===== src/rtl/vm2002_change_dispenser_if.sv =====
// Handshake bundle between the vm2002 change dispenser, its requester, the coin ejector and
// the refill path. Coin encoding: 0 none, 1 nickel, 2 dime, 3 quarter.
interface vm2002_change_dispenser_if #(
  parameter int unsigned AMT_W = 8,
  parameter int unsigned CNT_W = 4
);
  logic             change_valid;
  logic [AMT_W-1:0] change_amount;
  logic             change_ready;
  logic             coin_out_valid;
  logic [1:0]       coin_out;
  logic             coin_out_ack;
  logic             refill_valid;
  logic [1:0]       refill_coin;
  logic [CNT_W-1:0] refill_qty;
  logic [CNT_W-1:0] quarter_count;
  logic [CNT_W-1:0] dime_count;
  logic [CNT_W-1:0] nickel_count;
  logic             done;
  logic             exact;
  logic [AMT_W-1:0] shortfall;

  modport master (
    output change_valid, change_amount, coin_out_ack, refill_valid, refill_coin, refill_qty,
    input  change_ready, coin_out_valid, coin_out, quarter_count, dime_count, nickel_count,
    input  done, exact, shortfall
  );

  modport slave (
    input  change_valid, change_amount, coin_out_ack, refill_valid, refill_coin, refill_qty,
    output change_ready, coin_out_valid, coin_out, quarter_count, dime_count, nickel_count,
    output done, exact, shortfall
  );
endinterface


===== src/rtl/vm2002_change_dispenser.sv =====
// Greedy change payout for the vm2002 vending machine: pays quarters, dimes, then nickels one
// coin at a time over a valid/ack handshake and tracks the coin-tube inventory.
module vm2002_change_dispenser #(
  parameter int unsigned AMT_W  = 8,
  parameter int unsigned CNT_W  = 4,
  parameter int unsigned INIT_Q = 8,
  parameter int unsigned INIT_D = 8,
  parameter int unsigned INIT_N = 8
) (
  input logic                     clock,
  input logic                     reset,
  vm2002_change_dispenser_if.slave bus
);

  typedef enum logic [1:0] {StIdle, StSelect, StEject, StFinish} state_e;

  localparam logic [1:0] CoinNone    = 2'd0;
  localparam logic [1:0] CoinNickel  = 2'd1;
  localparam logic [1:0] CoinDime    = 2'd2;
  localparam logic [1:0] CoinQuarter = 2'd3;

  localparam logic [AMT_W-1:0] ValQ = AMT_W'(25);
  localparam logic [AMT_W-1:0] ValD = AMT_W'(10);
  localparam logic [AMT_W-1:0] ValN = AMT_W'(5);

  localparam logic [CNT_W:0] CntMax = {1'b0, {CNT_W{1'b1}}};

  state_e           state_q, state_d;
  logic [AMT_W-1:0] remaining_q, remaining_d;
  logic [1:0]       coin_q, coin_d;
  logic [CNT_W-1:0] quarter_q, quarter_d;
  logic [CNT_W-1:0] dime_q, dime_d;
  logic [CNT_W-1:0] nickel_q, nickel_d;
  logic             exact_q, exact_d;
  logic [AMT_W-1:0] shortfall_q, shortfall_d;
  logic             ack_take;

  // One extra bit so that count - ack + refill can be saturated without wrapping.
  function automatic logic [CNT_W-1:0] next_count(input logic [CNT_W-1:0] cnt,
                                                  input logic             dec,
                                                  input logic             add_en,
                                                  input logic [CNT_W-1:0] qty);
    logic [CNT_W:0] sum;
    sum = {1'b0, cnt} - {{CNT_W{1'b0}}, dec} + (add_en ? {1'b0, qty} : '0);
    return (sum > CntMax) ? CntMax[CNT_W-1:0] : sum[CNT_W-1:0];
  endfunction

  function automatic logic [AMT_W-1:0] coin_value(input logic [1:0] coin);
    logic [AMT_W-1:0] val;
    case (coin)
      CoinQuarter: val = ValQ;
      CoinDime:    val = ValD;
      CoinNickel:  val = ValN;
      default:     val = '0;
    endcase
    return val;
  endfunction

  always_comb begin
    state_d     = state_q;
    remaining_d = remaining_q;
    coin_d      = coin_q;
    exact_d     = exact_q;
    shortfall_d = shortfall_q;
    ack_take    = 1'b0;

    unique case (state_q)
      StIdle: begin
        if (bus.change_valid) begin
          remaining_d = bus.change_amount;
          state_d     = (bus.change_amount == '0) ? StFinish : StSelect;
        end
      end
      StSelect: begin
        // Greedy pick; a coin is only chosen if it fits, so remaining cannot underflow.
        if (remaining_q >= ValQ && quarter_q != '0) begin
          coin_d  = CoinQuarter;
          state_d = StEject;
        end else if (remaining_q >= ValD && dime_q != '0) begin
          coin_d  = CoinDime;
          state_d = StEject;
        end else if (remaining_q >= ValN && nickel_q != '0) begin
          coin_d  = CoinNickel;
          state_d = StEject;
        end else begin
          state_d = StFinish;
        end
      end
      StEject: begin
        if (bus.coin_out_ack) begin
          ack_take    = 1'b1;
          remaining_d = remaining_q - coin_value(coin_q);
          coin_d      = CoinNone;
          state_d     = StSelect;
        end
      end
      StFinish: begin
        shortfall_d = remaining_q;
        exact_d     = (remaining_q == '0);
        state_d     = StIdle;
      end
    endcase

    quarter_d = next_count(quarter_q, ack_take && (coin_q == CoinQuarter),
                           bus.refill_valid && (bus.refill_coin == CoinQuarter), bus.refill_qty);
    dime_d    = next_count(dime_q, ack_take && (coin_q == CoinDime),
                           bus.refill_valid && (bus.refill_coin == CoinDime), bus.refill_qty);
    nickel_d  = next_count(nickel_q, ack_take && (coin_q == CoinNickel),
                           bus.refill_valid && (bus.refill_coin == CoinNickel), bus.refill_qty);
  end

  always_ff @(posedge clock) begin
    if (reset) begin
      state_q     <= StIdle;
      remaining_q <= '0;
      coin_q      <= CoinNone;
      quarter_q   <= CNT_W'(INIT_Q);
      dime_q      <= CNT_W'(INIT_D);
      nickel_q    <= CNT_W'(INIT_N);
      exact_q     <= 1'b0;
      shortfall_q <= '0;
    end else begin
      state_q     <= state_d;
      remaining_q <= remaining_d;
      coin_q      <= coin_d;
      quarter_q   <= quarter_d;
      dime_q      <= dime_d;
      nickel_q    <= nickel_d;
      exact_q     <= exact_d;
      shortfall_q <= shortfall_d;
    end
  end

  assign bus.change_ready   = (state_q == StIdle);
  assign bus.coin_out_valid = (state_q == StEject);
  assign bus.coin_out       = coin_q;
  assign bus.done           = (state_q == StFinish);
  assign bus.exact          = exact_q;
  assign bus.shortfall      = shortfall_q;
  assign bus.quarter_count  = quarter_q;
  assign bus.dime_count     = dime_q;
  assign bus.nickel_count   = nickel_q;

endmodule


===== src/flat_wrapper.sv =====
// flat-port wrapper written by rule: the top's interface ports become plain ports
module vm2002_change_dispenser_flat 
#(
  parameter int unsigned AMT_W  = 8,
  parameter int unsigned CNT_W  = 4,
  parameter int unsigned INIT_Q = 8,
  parameter int unsigned INIT_D = 8,
  parameter int unsigned INIT_N = 8
)
  (clock, reset, bus_change_valid, bus_change_amount, bus_coin_out_ack, bus_refill_valid, bus_refill_coin, bus_refill_qty, bus_change_ready, bus_coin_out_valid, bus_coin_out, bus_quarter_count, bus_dime_count, bus_nickel_count, bus_done, bus_exact, bus_shortfall);
  vm2002_change_dispenser_if #(.AMT_W(AMT_W), .CNT_W(CNT_W)) bus_i ();
  input logic clock;
  input logic reset;
  input wire logic [$bits(bus_i.change_valid)-1:0] bus_change_valid;
  input wire logic [$bits(bus_i.change_amount)-1:0] bus_change_amount;
  input wire logic [$bits(bus_i.coin_out_ack)-1:0] bus_coin_out_ack;
  input wire logic [$bits(bus_i.refill_valid)-1:0] bus_refill_valid;
  input wire logic [$bits(bus_i.refill_coin)-1:0] bus_refill_coin;
  input wire logic [$bits(bus_i.refill_qty)-1:0] bus_refill_qty;
  output wire logic [$bits(bus_i.change_ready)-1:0] bus_change_ready;
  output wire logic [$bits(bus_i.coin_out_valid)-1:0] bus_coin_out_valid;
  output wire logic [$bits(bus_i.coin_out)-1:0] bus_coin_out;
  output wire logic [$bits(bus_i.quarter_count)-1:0] bus_quarter_count;
  output wire logic [$bits(bus_i.dime_count)-1:0] bus_dime_count;
  output wire logic [$bits(bus_i.nickel_count)-1:0] bus_nickel_count;
  output wire logic [$bits(bus_i.done)-1:0] bus_done;
  output wire logic [$bits(bus_i.exact)-1:0] bus_exact;
  output wire logic [$bits(bus_i.shortfall)-1:0] bus_shortfall;
  assign bus_i.change_valid = bus_change_valid;
  assign bus_i.change_amount = bus_change_amount;
  assign bus_i.coin_out_ack = bus_coin_out_ack;
  assign bus_i.refill_valid = bus_refill_valid;
  assign bus_i.refill_coin = bus_refill_coin;
  assign bus_i.refill_qty = bus_refill_qty;
  assign bus_change_ready = bus_i.change_ready;
  assign bus_coin_out_valid = bus_i.coin_out_valid;
  assign bus_coin_out = bus_i.coin_out;
  assign bus_quarter_count = bus_i.quarter_count;
  assign bus_dime_count = bus_i.dime_count;
  assign bus_nickel_count = bus_i.nickel_count;
  assign bus_done = bus_i.done;
  assign bus_exact = bus_i.exact;
  assign bus_shortfall = bus_i.shortfall;
  vm2002_change_dispenser #(.AMT_W(AMT_W), .CNT_W(CNT_W), .INIT_Q(INIT_Q), .INIT_D(INIT_D), .INIT_N(INIT_N)) u_core (.clock(clock), .reset(reset), .bus(bus_i));
endmodule

===== config.mk =====
export PLATFORM = sky130hd
export DESIGN_NAME = vm2002_change_dispenser_flat
export DESIGN_NICKNAME = d
export VERILOG_FILES = /design/src/rtl/vm2002_change_dispenser_if.sv /design/src/rtl/vm2002_change_dispenser.sv /design/src/flat_wrapper.sv
export SDC_FILE = /design/constraint.sdc
export NUM_CORES = 1
export LEC_CHECK = 0
export CAP_MARGIN = 20
export CORE_MARGIN = 4
export CORE_UTILIZATION = 50
export DETAILED_ROUTE_END_ITERATION = 12
export PLACE_DENSITY = 0.73
export SYNTH_ARGS = -nofsm -noshare
export SYNTH_HDL_FRONTEND = slang
export SYNTH_SLANG_ARGS = --single-unit

===== constraint.sdc =====
create_clock -name clock -period 3.4 [get_ports clock]
set_input_delay 0.51 -clock clock [delete_from_list [all_inputs] [get_ports clock]]
set_output_delay 0.51 -clock clock [all_outputs]
set_load 0.01 [all_outputs]

# Word-level counts from Yosys, hierarchy flattened
# Index checks and enable logic that the tools add are counted.
# W data, S select, Z words.
[op_classes]
addsub = 7
order_cmp = 6
eq_ne = 12
mux = 26
n_reduce_logical = 23
[ops]
columns = ["cell", "count"]
rows = [
  ["$mux W8", 4],
  ["$mux W2", 9],
  ["$logic_not A8 Y1", 2],
  ["$pmux W8 S2", 1],
  ["$add A5 B4 Y5", 3],
  ["$gt A5 B4 Y1 const B", 3],
  ["$pmux W5 S3", 1],
  ["$sub A4 B1 Y5", 3],
  ["$eq A2 B2 Y1 const B", 6],
  ["$mux W4", 3],
  ["$reduce_bool A4 Y1", 3],
  ["$logic_and A1 B1 Y1", 9],
  ["$mux W3", 3],
  ["$ge A8 B3 Y1 const B", 1],
  ["$ge A8 B4 Y1 const B", 1],
  ["$ge A8 B5 Y1 const B", 1],
  ["$pmux W2 S4", 1],
  ["$sub A8 B8 Y8", 1],
  ["$eq A2 B1 Y1 const B", 3],
  ["$reduce_and A3 Y1", 2],
  ["$reduce_or A2 Y1", 3],
  ["$ne A2 B2 Y1 const B", 2],
  ["$ne A4 B1 Y1 const B", 1],
  ["$pmux W2 S2", 1],
  ["other kinds (4)", 7],
]
[totals]
ff_bits = 33
input_bits = 19
elab_cells = 85

# Longest topological paths before layout
# Gate-level depths: netlist of run 1.
[depth]
ltp_word = 7
depth_mapped = 15
depth_no_buf = 14

# Least setup slack after synthesis of run 1
# OpenSTA, ideal clock, no wires.
[synth_path]
path_kind = "register to register"
startpoint = "reg u_core.state_q[0]"
endpoint = "reg u_core.nickel_q[0], in the netlist u_core.bus.nickel_count[0]"
t_arrival_ns = 2.419
required_ns = 3.268
slack_ns = 0.849
path_stages_with_launch = 16
period_less_slack_ns = 2.551
path_cell_list = "dfxtp_1 -> inv_1 -> ha_1 -> buf_2 -> nand2_1 -> nor2_1 -> ha_1 -> inv_1 -> ha_1 -> inv_1 -> fa_1 -> inv_1 -> a21o_1 -> a21oi_1 -> xor2_1 -> a21oi_1"
[synth_via]
elab_chain_len = 7
[synth_rtl]
columns = ["item", "line", "text"]
rows = [
  ["start, declared", "vm2002_change_dispenser.sv:28", "state_e state_q, state_d;"],
  ["start signal, assigned", "vm2002_change_dispenser.sv:114", "state_q <= StIdle;"],
  ["start signal, assigned", "vm2002_change_dispenser.sv:123", "state_q <= state_d;"],
  ["$eq A2 B2 Y1 (*)", "-", ""],
  ["named net bus_coin_out_valid", "flat_wrapper.sv:21", "output wire logic [$bits(bus_i.coin_out_valid)-1:0] bus_coin_out_valid;"],
  ["$mux W1 (*)", "vm2002_change_dispenser.sv:67", "unique case (state_q)"],
  ["$logic_and A1 B1 Y1 (*)", "vm2002_change_dispenser.sv:108", "nickel_d = next_count(nickel_q, ack_take && (coin_q == CoinNickel),"],
  ["$sub A4 B1 Y5 (*)", "vm2002_change_dispenser.sv:44", "sum = {1'b0, cnt} - {{CNT_W{1'b0}}, dec} + (add_en ? {1'b0, qty} : '0);"],
  ["$add A5 B4 Y5 (*)", "vm2002_change_dispenser.sv:44", ""],
  ["$gt A5 B4 Y1", "vm2002_change_dispenser.sv:45", "return (sum > CntMax) ? CntMax[CNT_W-1:0] : sum[CNT_W-1:0];"],
  ["$mux W3 (*)", "vm2002_change_dispenser.sv:45", ""],
  ["end signal, assigned", "vm2002_change_dispenser.sv:119", "nickel_q <= CNT_W'(INIT_N);"],
  ["end signal, assigned", "vm2002_change_dispenser.sv:128", "nickel_q <= nickel_d;"],
  ["end, declared", "vm2002_change_dispenser.sv:33", "logic [CNT_W-1:0] nickel_q, nickel_d;"],
]
# Mark *: on every way through the listed nets, which the timed path passes. The rest lies on a longest branch.
# A chain may end at the register's enable or synchronous reset.

# Worst setup path after layout of run 1
[layout_path]
startpoint = "in bus_refill_valid"
endpoint = "reg u_core.nickel_q[0], in the netlist u_core.bus.nickel_count[0]"
[layout_via]
elab_chain_len = 5
[layout_rtl]
columns = ["item", "line", "text"]
rows = [
  ["start, declared", "flat_wrapper.sv:17", "input wire logic [$bits(bus_i.refill_valid)-1:0] bus_refill_valid;"],
  ["$logic_and A1 B1 Y1 (*)", "vm2002_change_dispenser.sv:109", "bus.refill_valid && (bus.refill_coin == CoinNickel), bus.refill_qty);"],
  ["$mux W4 (*)", "vm2002_change_dispenser.sv:44", ""],
  ["$add A5 B4 Y5 (*)", "vm2002_change_dispenser.sv:44", ""],
  ["$gt A5 B4 Y1", "vm2002_change_dispenser.sv:45", ""],
  ["$mux W3 (*)", "vm2002_change_dispenser.sv:45", ""],
]
# Every way passes the cells marked *; elsewhere a longest branch is shown, timed or not.

==> impl_metrics.env, run 1 <==
export IMPL_status="complete, no violations"
export IMPL_cts_root_buf="clkbuf_8"
export IMPL_clockBufferDepth=2
export IMPL_io_buffers=44
export IMPL_yosysSeqAreaShare_pct=27.0
export IMPL_grt_pass1_vias=2110
export IMPL_critPathKind="input pin to flip-flop"
export IMPL_multiInputGateArea_sq_um=1560
export IMPL_crit_fanout=6
export IMPL_fin_util_pct=64.7
export IMPL_ant_nets=0
export IMPL_syn_area_per_cell_sq_um=8.27
export IMPL_routed_wl_microns=5260
export IMPL_hpwl_microns=4160
export IMPL_clk_latency_ns=0.29
export IMPL_irDropWorstVdd_mv=0.419
export IMPL_drcViolationCount=0
export IMPL_holdPathStages=2
export IMPL_netlist_area_leader_share_pct=27.0
export IMPL_p_per_area_nw_per_um2=879
export IMPL_syn_inst=296
export IMPL_setup_viol=0
export IMPL_grt_usage_pct=18.9
export IMPL_ys_types=45
export IMPL_cts_resized=0
export IMPL_ys_flop_type="dfxtp_1"
export IMPL_totalNegativeSetupSlack_ns=0
export IMPL_finalHoldViolations=0
export IMPL_core_area_sq_um=4720
export IMPL_place_area_sq_um=2950
export IMPL_synth_fa_ha_area_share_pct=20.1
export IMPL_antenna_cells=0
export IMPL_cp_data_required_time_ns=3.55
export IMPL_slowest_stage="clkdlybuf4s50_1"
export IMPL_finalInstanceArea_sq_um=3060
export IMPL_ff_latch_area_sq_um=661
export IMPL_synthMuxAreaShare_pct=4.14
export IMPL_ys_ff_latch=33
export IMPL_die_area_sq_um=6080
export IMPL_grt_overflow_total=0
export IMPL_synth_fp_nets=352
export IMPL_post_route_min_period_ns=2.64
export IMPL_slowest_delay_ns=0.55
export IMPL_fin_worst_skew_ns=0.00769
export IMPL_synth_common_cells="inv_1 (53), dfxtp_1 (33), ha_1 (33)"
export IMPL_synth_compound_area_share_pct=16.6
export IMPL_yosysTopAreaCell="dfxtp_1"
export IMPL_synth_xor_area_share_pct=3.58
export IMPL_netlist_area_sq_um=2450
export IMPL_cts_buffers=5
export IMPL_ys_warn_count=0
export IMPL_synth_simple_area_share_pct=19.1
export IMPL_via_per_inst=5.11
export IMPL_fmax_mhz=379
export IMPL_numClockSinks=33
export IMPL_grt_max_degree=24
export IMPL_synth_top_family_by_area="adder cells"
export IMPL_total_leakage_power_uw=0.00133
export IMPL_post_cts_buffers=0
export IMPL_timing_final_crit_share_pct=77.6
export IMPL_synth_edf_count=0
export IMPL_layout_nets=397
export IMPL_worst_pin_slew_ns=0.629
export IMPL_firstDrtPassIters=4
export IMPL_ctsHoldBuffers=0
export IMPL_gp_congestion=0.851
export IMPL_hold_class="flip-flop to flip-flop"
export IMPL_drv_cap=0
export IMPL_slew_headroom_pct=58.1
export IMPL_startpoint_type="input pin"
export IMPL_fillers=405
export IMPL_grt_pass1_wl_microns=9260
export IMPL_clkTransAtPathRegs_ns=0.07
export IMPL_synth_area_leaders="dfxtp_1 (27%), ha_1 (17%), inv_1 (8.1%), a21oi_1 (4.9%), nor2_1 (4.4%)"
export IMPL_htreeDepth=2
export IMPL_rsz0062_at_grt="false"
export IMPL_cts_tree="yes"
export IMPL_drive_gt1_share_pct=6.43
export IMPL_critPathCaptureType="flip-flop"
export IMPL_num_io_pins=45
export IMPL_async_reset_ff_share_pct=0
export IMPL_syn2layout_area_growth_pct=24.8
export IMPL_fp_dieW_microns=78.0
export IMPL_antenna_found_initial=0
export IMPL_initial_core_util_pct=51.8
export IMPL_crit_chain="clkdlybuf4s50_1 -> nand2_1 -> nor2_1 -> nand2_1 -> ha_1 -> fa_1 -> inv_1 -> a21o_1 -> a21oi_1 -> xor2_1 -> a21oi_1"
export IMPL_detail_route_wl_per_cell_microns=12.9
export IMPL_dr_total_vias=2088
export IMPL_slew_violations=0
export IMPL_rows=25
export IMPL_arrival_ns=2.79
export IMPL_ff2ff_path_depth=14
export IMPL_yosysMostFrequentCell="inv_1"
export IMPL_drt_iter0_markers=67
export IMPL_die_h_microns=78.0
## layout by cell type, fill, tap and decap left out, types with 3 or more instances in the layout
| cell | netlist | routed |
|---|---|---|
| a211oi_1 | 8 | 8 |
| a21o_1 | 7 | 7 |
| a21oi_1 | 24 | 24 |
| a31oi_1 | 3 | 3 |
| and2_1 | 3 | 3 |
| clkbuf_8 | 0 | 7 |
| clkdlybuf4s50_1 | 0 | 44 |
| dfxtp_1 | 33 | 33 |
| fa_1 | 4 | 4 |
| ha_1 | 33 | 33 |
| inv_1 | 53 | 53 |
| mux2i_1 | 9 | 9 |
| nand2_1 | 18 | 18 |
| nand2b_1 | 3 | 3 |
| nand4_1 | 3 | 3 |
| nor2_1 | 29 | 29 |
| nor2b_1 | 5 | 5 |
| nor3_1 | 6 | 6 |
| nor4_1 | 4 | 4 |
| o21a_1 | 3 | 3 |
| o21ai_1 | 3 | 3 |
| xnor2_1 | 3 | 3 |
| xor2_1 | 7 | 7 |
## stage by stage
| stage | hold slack (ns) | instances | total power, uW | setup slack [ns] |
|---|---|---|---|---|
| global placement | 0.458 | 401 | 2320 | 0.508 |
| floorplan | 0.491 | 296 | 1890 | 0.849 |
| detailed placement | 0.465 | 401 | 2350 | 0.492 |
| global route | 0.532 | 409 | 2960 | 0.553 |
| CTS | 0.475 | 409 | 2700 | 0.773 |
| finish | 0.471 | 409 | 2690 | 0.763 |
## per-layer routing
metal	track usage, %	part of all wire [%]	routed length, microns
met4	6.64	1.7	90
met5	0	0	0
met1	24.2	49	2570
met2	31.0	46	2410
met3	4.41	3.6	191
## flip-flops by register name, indices dropped and copies added (netlist names)
register                  count
u_core.bus.shortfall          8
u_core.remaining_q            8
u_core.bus.dime_count         4
u_core.bus.nickel_count       4
u_core.bus.quarter_count      4
u_core.bus.coin_out           2
u_core.state_q                2
u_core.bus.exact              1
## area by class of cell
class	instances	share of cell area [%]
multi-input combinational	202	50.9
sequential	33	21.6
timing repair buffer	46	14.9
inverter	53	6.51
clock buffer	7	3.15
tap	67	2.74
clock inverter	1	0.164
## report_power, final
group	internal (uW)	leakage [uW]	switching (uW)
logic	784	0.00101	885
clock network	183	0.0000542	143
registers	522	0.000272	169
## critical path: cells and delay by family
kind	cells	cell delay [ns]
XOR/XNOR	1	0.25
AND/OR/NAND/NOR	3	0.33
adder cells (fa/ha/maj)	2	0.78
AO/OA/AOI/OAI	3	0.29
buffers and inverters	2	0.62
## worst paths after layout
check                                          endpoint                           start  slack [ns]
setup / recovery  u_core.bus.nickel_count[0]$_SDFF_PP0_                bus_refill_valid        0.76
hold / removal            u_core.bus.exact$_SDFFE_PP0P_   u_core.bus.exact$_SDFFE_PP0P_        0.47
setup reg to reg    u_core.bus.dime_count[1]$_SDFF_PP0_  u_core.state_q[0]$_SDFFE_PP0P_        0.81
hold reg to reg           u_core.bus.exact$_SDFFE_PP0P_   u_core.bus.exact$_SDFFE_PP0P_        0.47
## cells by family (layout without fill, tap and decap cells)
group	count (synthesis)	in the layout
AO/OA/AOI/OAI	58	58
XOR/XNOR	10	10
adder cells (fa/ha/maj)	37	37
buffers and inverters	61	107
flip-flops	33	33
multiplexers	10	10
AND/OR/NAND/NOR	87	87
(Power assumes the default switching activity.)
==> run 2, diff against run 1 <==
CORE_UTILIZATION = 48   (was 50)
clock period = 2.35 ns   (was 3.4 ns; I/O delays follow)
==> run 2 against run 1 <==
  * Clock-buffer cell count did not move
  * Register-to-register slack got worse by 0.72 ns
  * Non-clock buffer count rose by 22
  * Critical path depth rose by 3
  * Design area rose by 10%
  * First-iteration DRC count rose by 100%
  * Critical path type is now flip-flop to flip-flop
  * Highest routed layer unchanged
==> impl_metrics.env, run 2 (synthesized netlist as in run 1, its figures left out) <==
export IMPL_status="complete, no violations"
export IMPL_fillers=395
export IMPL_core_area_sq_um=4820
export IMPL_rsz0062_at_grt="true"
export IMPL_slowest_stage="dfxtp_2"
export IMPL_syn2layout_area_growth_pct=37.7
export IMPL_slew_headroom_pct=69.2
export IMPL_num_io_pins=45
export IMPL_routed_wl_microns=5670
export IMPL_clk_latency_ns=0.28
export IMPL_cts_root_buf="clkbuf_8"
export IMPL_grt_usage_pct=18.8
export IMPL_grt_overflow_total=0
export IMPL_reg2reg_from="u_core.state_q[0]$_SDFFE_PP0P_"
export IMPL_via_per_inst=5.12
export IMPL_ff2ff_path_depth=14
export IMPL_finalHoldViolations=0
export IMPL_dr_total_vias=2206
export IMPL_grt_pass1_vias=2068
export IMPL_instances_no_fill=431
export IMPL_totalNegativeSetupSlack_ns=0
export IMPL_timing_final_crit_share_pct=96.3
export IMPL_total_leakage_power_uw=0.00149
export IMPL_worst_pin_slew_ns=0.460
export IMPL_critPathTopFamily="adder cells"
export IMPL_cts_tree="yes"
export IMPL_fmax_mhz=442
export IMPL_hold_class="flip-flop to flip-flop"
export IMPL_clockBufferDepth=2
export IMPL_finalInstanceArea_sq_um=3370
export IMPL_critPathCaptureType="flip-flop"
export IMPL_clkTransAtPathRegs_ns=0.07
export IMPL_hp_start="u_core.bus.exact$_SDFFE_PP0P_"
export IMPL_crit_start="u_core.state_q[0]$_SDFFE_PP0P_"
export IMPL_die_h_microns=79.4
export IMPL_htreeDepth=2
export IMPL_crit_cells=14
export IMPL_numClockSinks=33
export IMPL_cp_buffers_inverters=4
export IMPL_rows=25
export IMPL_antenna_cells=0
export IMPL_irDropWorstVdd_mv=0.679
export IMPL_multiInputGateArea_sq_um=1680
export IMPL_firstDrtPassIters=6
export IMPL_cp_common_cell="inv_1"
export IMPL_drive_gt1_share_pct=20.3
export IMPL_crit_chain="inv_4 -> ha_4 -> nand2_4 -> nor2_1 -> ha_1 -> inv_1 -> ha_2 -> inv_2 -> fa_2 -> inv_1 -> a21o_1 -> a21oi_2 -> xor2_2 -> a21oi_1"
export IMPL_arrival_ns=2.42
export IMPL_setup_viol=0
export IMPL_layout_nets=419
export IMPL_hpwl_microns=4390
export IMPL_drt_iter0_markers=134
export IMPL_p_per_area_nw_per_um2=1310
export IMPL_gp_congestion=0.817
export IMPL_cts_buffers=5
export IMPL_final_common_cell="inv_1"
export IMPL_critPathKind="flip-flop to flip-flop"
export IMPL_initial_core_util_pct=50.8
export IMPL_ant_nets=0
export IMPL_setup_worst_path_end="u_core.bus.quarter_count[1]$_SDFF_PP0_"
export IMPL_slowest_delay_ns=0.35
export IMPL_detail_route_wl_per_cell_microns=13.2
export IMPL_finalPower_uw=4420
export IMPL_fp_dieW_microns=79.4
export IMPL_worst_r2r_setup_slack_ns=0.09
export IMPL_die_area_sq_um=6310
export IMPL_antenna_found_initial=0
export IMPL_drcViolationCount=0
export IMPL_fin_worst_skew_ns=0.00348
export IMPL_io_buffers=44
export IMPL_r2r_end="u_core.bus.quarter_count[1]$_SDFF_PP0_"
export IMPL_post_route_min_period_ns=2.26
export IMPL_slew_violations=0
export IMPL_ff_latch_area_sq_um=663
export IMPL_startpoint_type="flip-flop"
export IMPL_drv_cap=0
export IMPL_dp_cells=418
export IMPL_cp_data_required_time_ns=2.51
export IMPL_grt_max_degree=32
export IMPL_timing_hold_ws_ns=0.469
export IMPL_crit_fanout=4
export IMPL_place_area_sq_um=3120
export IMPL_layout_common_cells="inv_1 (47), clkdlybuf4s50_1 (40), dfxtp_1 (31), ha_1 (28), nor2_1 (26)"
export IMPL_grt_pass1_wl_microns=9510
-- run 2: metal layers --
layer | vias to the layer above | global-route usage [%] | part of all wire (%)
li1 | 1135 | - | -
met1 | 1016 | 26.1 | 46
met2 | 43 | 30.3 | 49
met3 | 12 | 2.71 | 3.4
met4 | 0 | 5.67 | 1.4
met5 | - | 0 | 0
-- run 2: area by class of cell --
type | instances | share of cell area, %
flip-flops and latches | 33 | 19.7
clock buffers | 7 | 2.56
well taps | 67 | 2.49
clock inverters | 1 | 0.891
multi-input cells | 202 | 49.7
inverters | 53 | 5.98
repair buffers | 68 | 18.7
-- run 2: stage by stage --
step / utilization (%) / setup slack (ns)
3_5_place_dp: 64.7 / -0.343
2_1_floorplan: - / 0.00909
5_1_grt: 70.0 / -0.0699
4_1_cts: 67.4 / 0.0103
3_3_place_gp: 64.7 / -0.300
6_report: 70.0 / 0.0872
-- run 2: repair_timing --
action / CTS / global route
setup buffers: 0 / 5
setup endpoints to repair: 7 / 13
hold buffers: 0 / 0
gates cloned: 0 / 0
pin swaps: 0 / 15
gates resized for setup: 2 / 27
-- run 2: where the power goes --
| part | leakage, uW | total, uW | internal [uW] | switching (uW) |
|---|---|---|---|---|
| Combinational | 0.00116 | 2870 | 1430 | 1440 |
| Clock | 0.0000585 | 557 | 346 | 211 |
| Sequential | 0.000273 | 996 | 758 | 238 |
| Total | 0.00149 | 4420 | 2530 | 1890 |
-- run 2: worst reg2reg max path, cell delays in order (launching register included) --
cell and delay (ns):
dfxtp_2 0.35, inv_4 0.05, ha_4 0.16, nand2_4 0.09
nor2_1 0.05, ha_1 0.27, inv_1 0.04, ha_2 0.19
inv_2 0.05, fa_2 0.18, inv_1 0.04, a21o_1 0.17
a21oi_2 0.16, xor2_2 0.23, a21oi_1 0.11
-- run 2: worst min path at each step --
stage	end	slack (ns)	depth (start not counted)
after global routing	u_core.bus.exact$_SDFFE_PP0P_	0.51	2
after floorplan	u_core.bus.exact$_SDFFE_PP0P_	0.49	2
final	u_core.bus.exact$_SDFFE_PP0P_	0.47	2
after global placement	u_core.bus.exact$_SDFFE_PP0P_	0.46	2
after CTS	u_core.bus.exact$_SDFFE_PP0P_	0.47	2
after detailed placement	u_core.bus.exact$_SDFFE_PP0P_	0.46	2
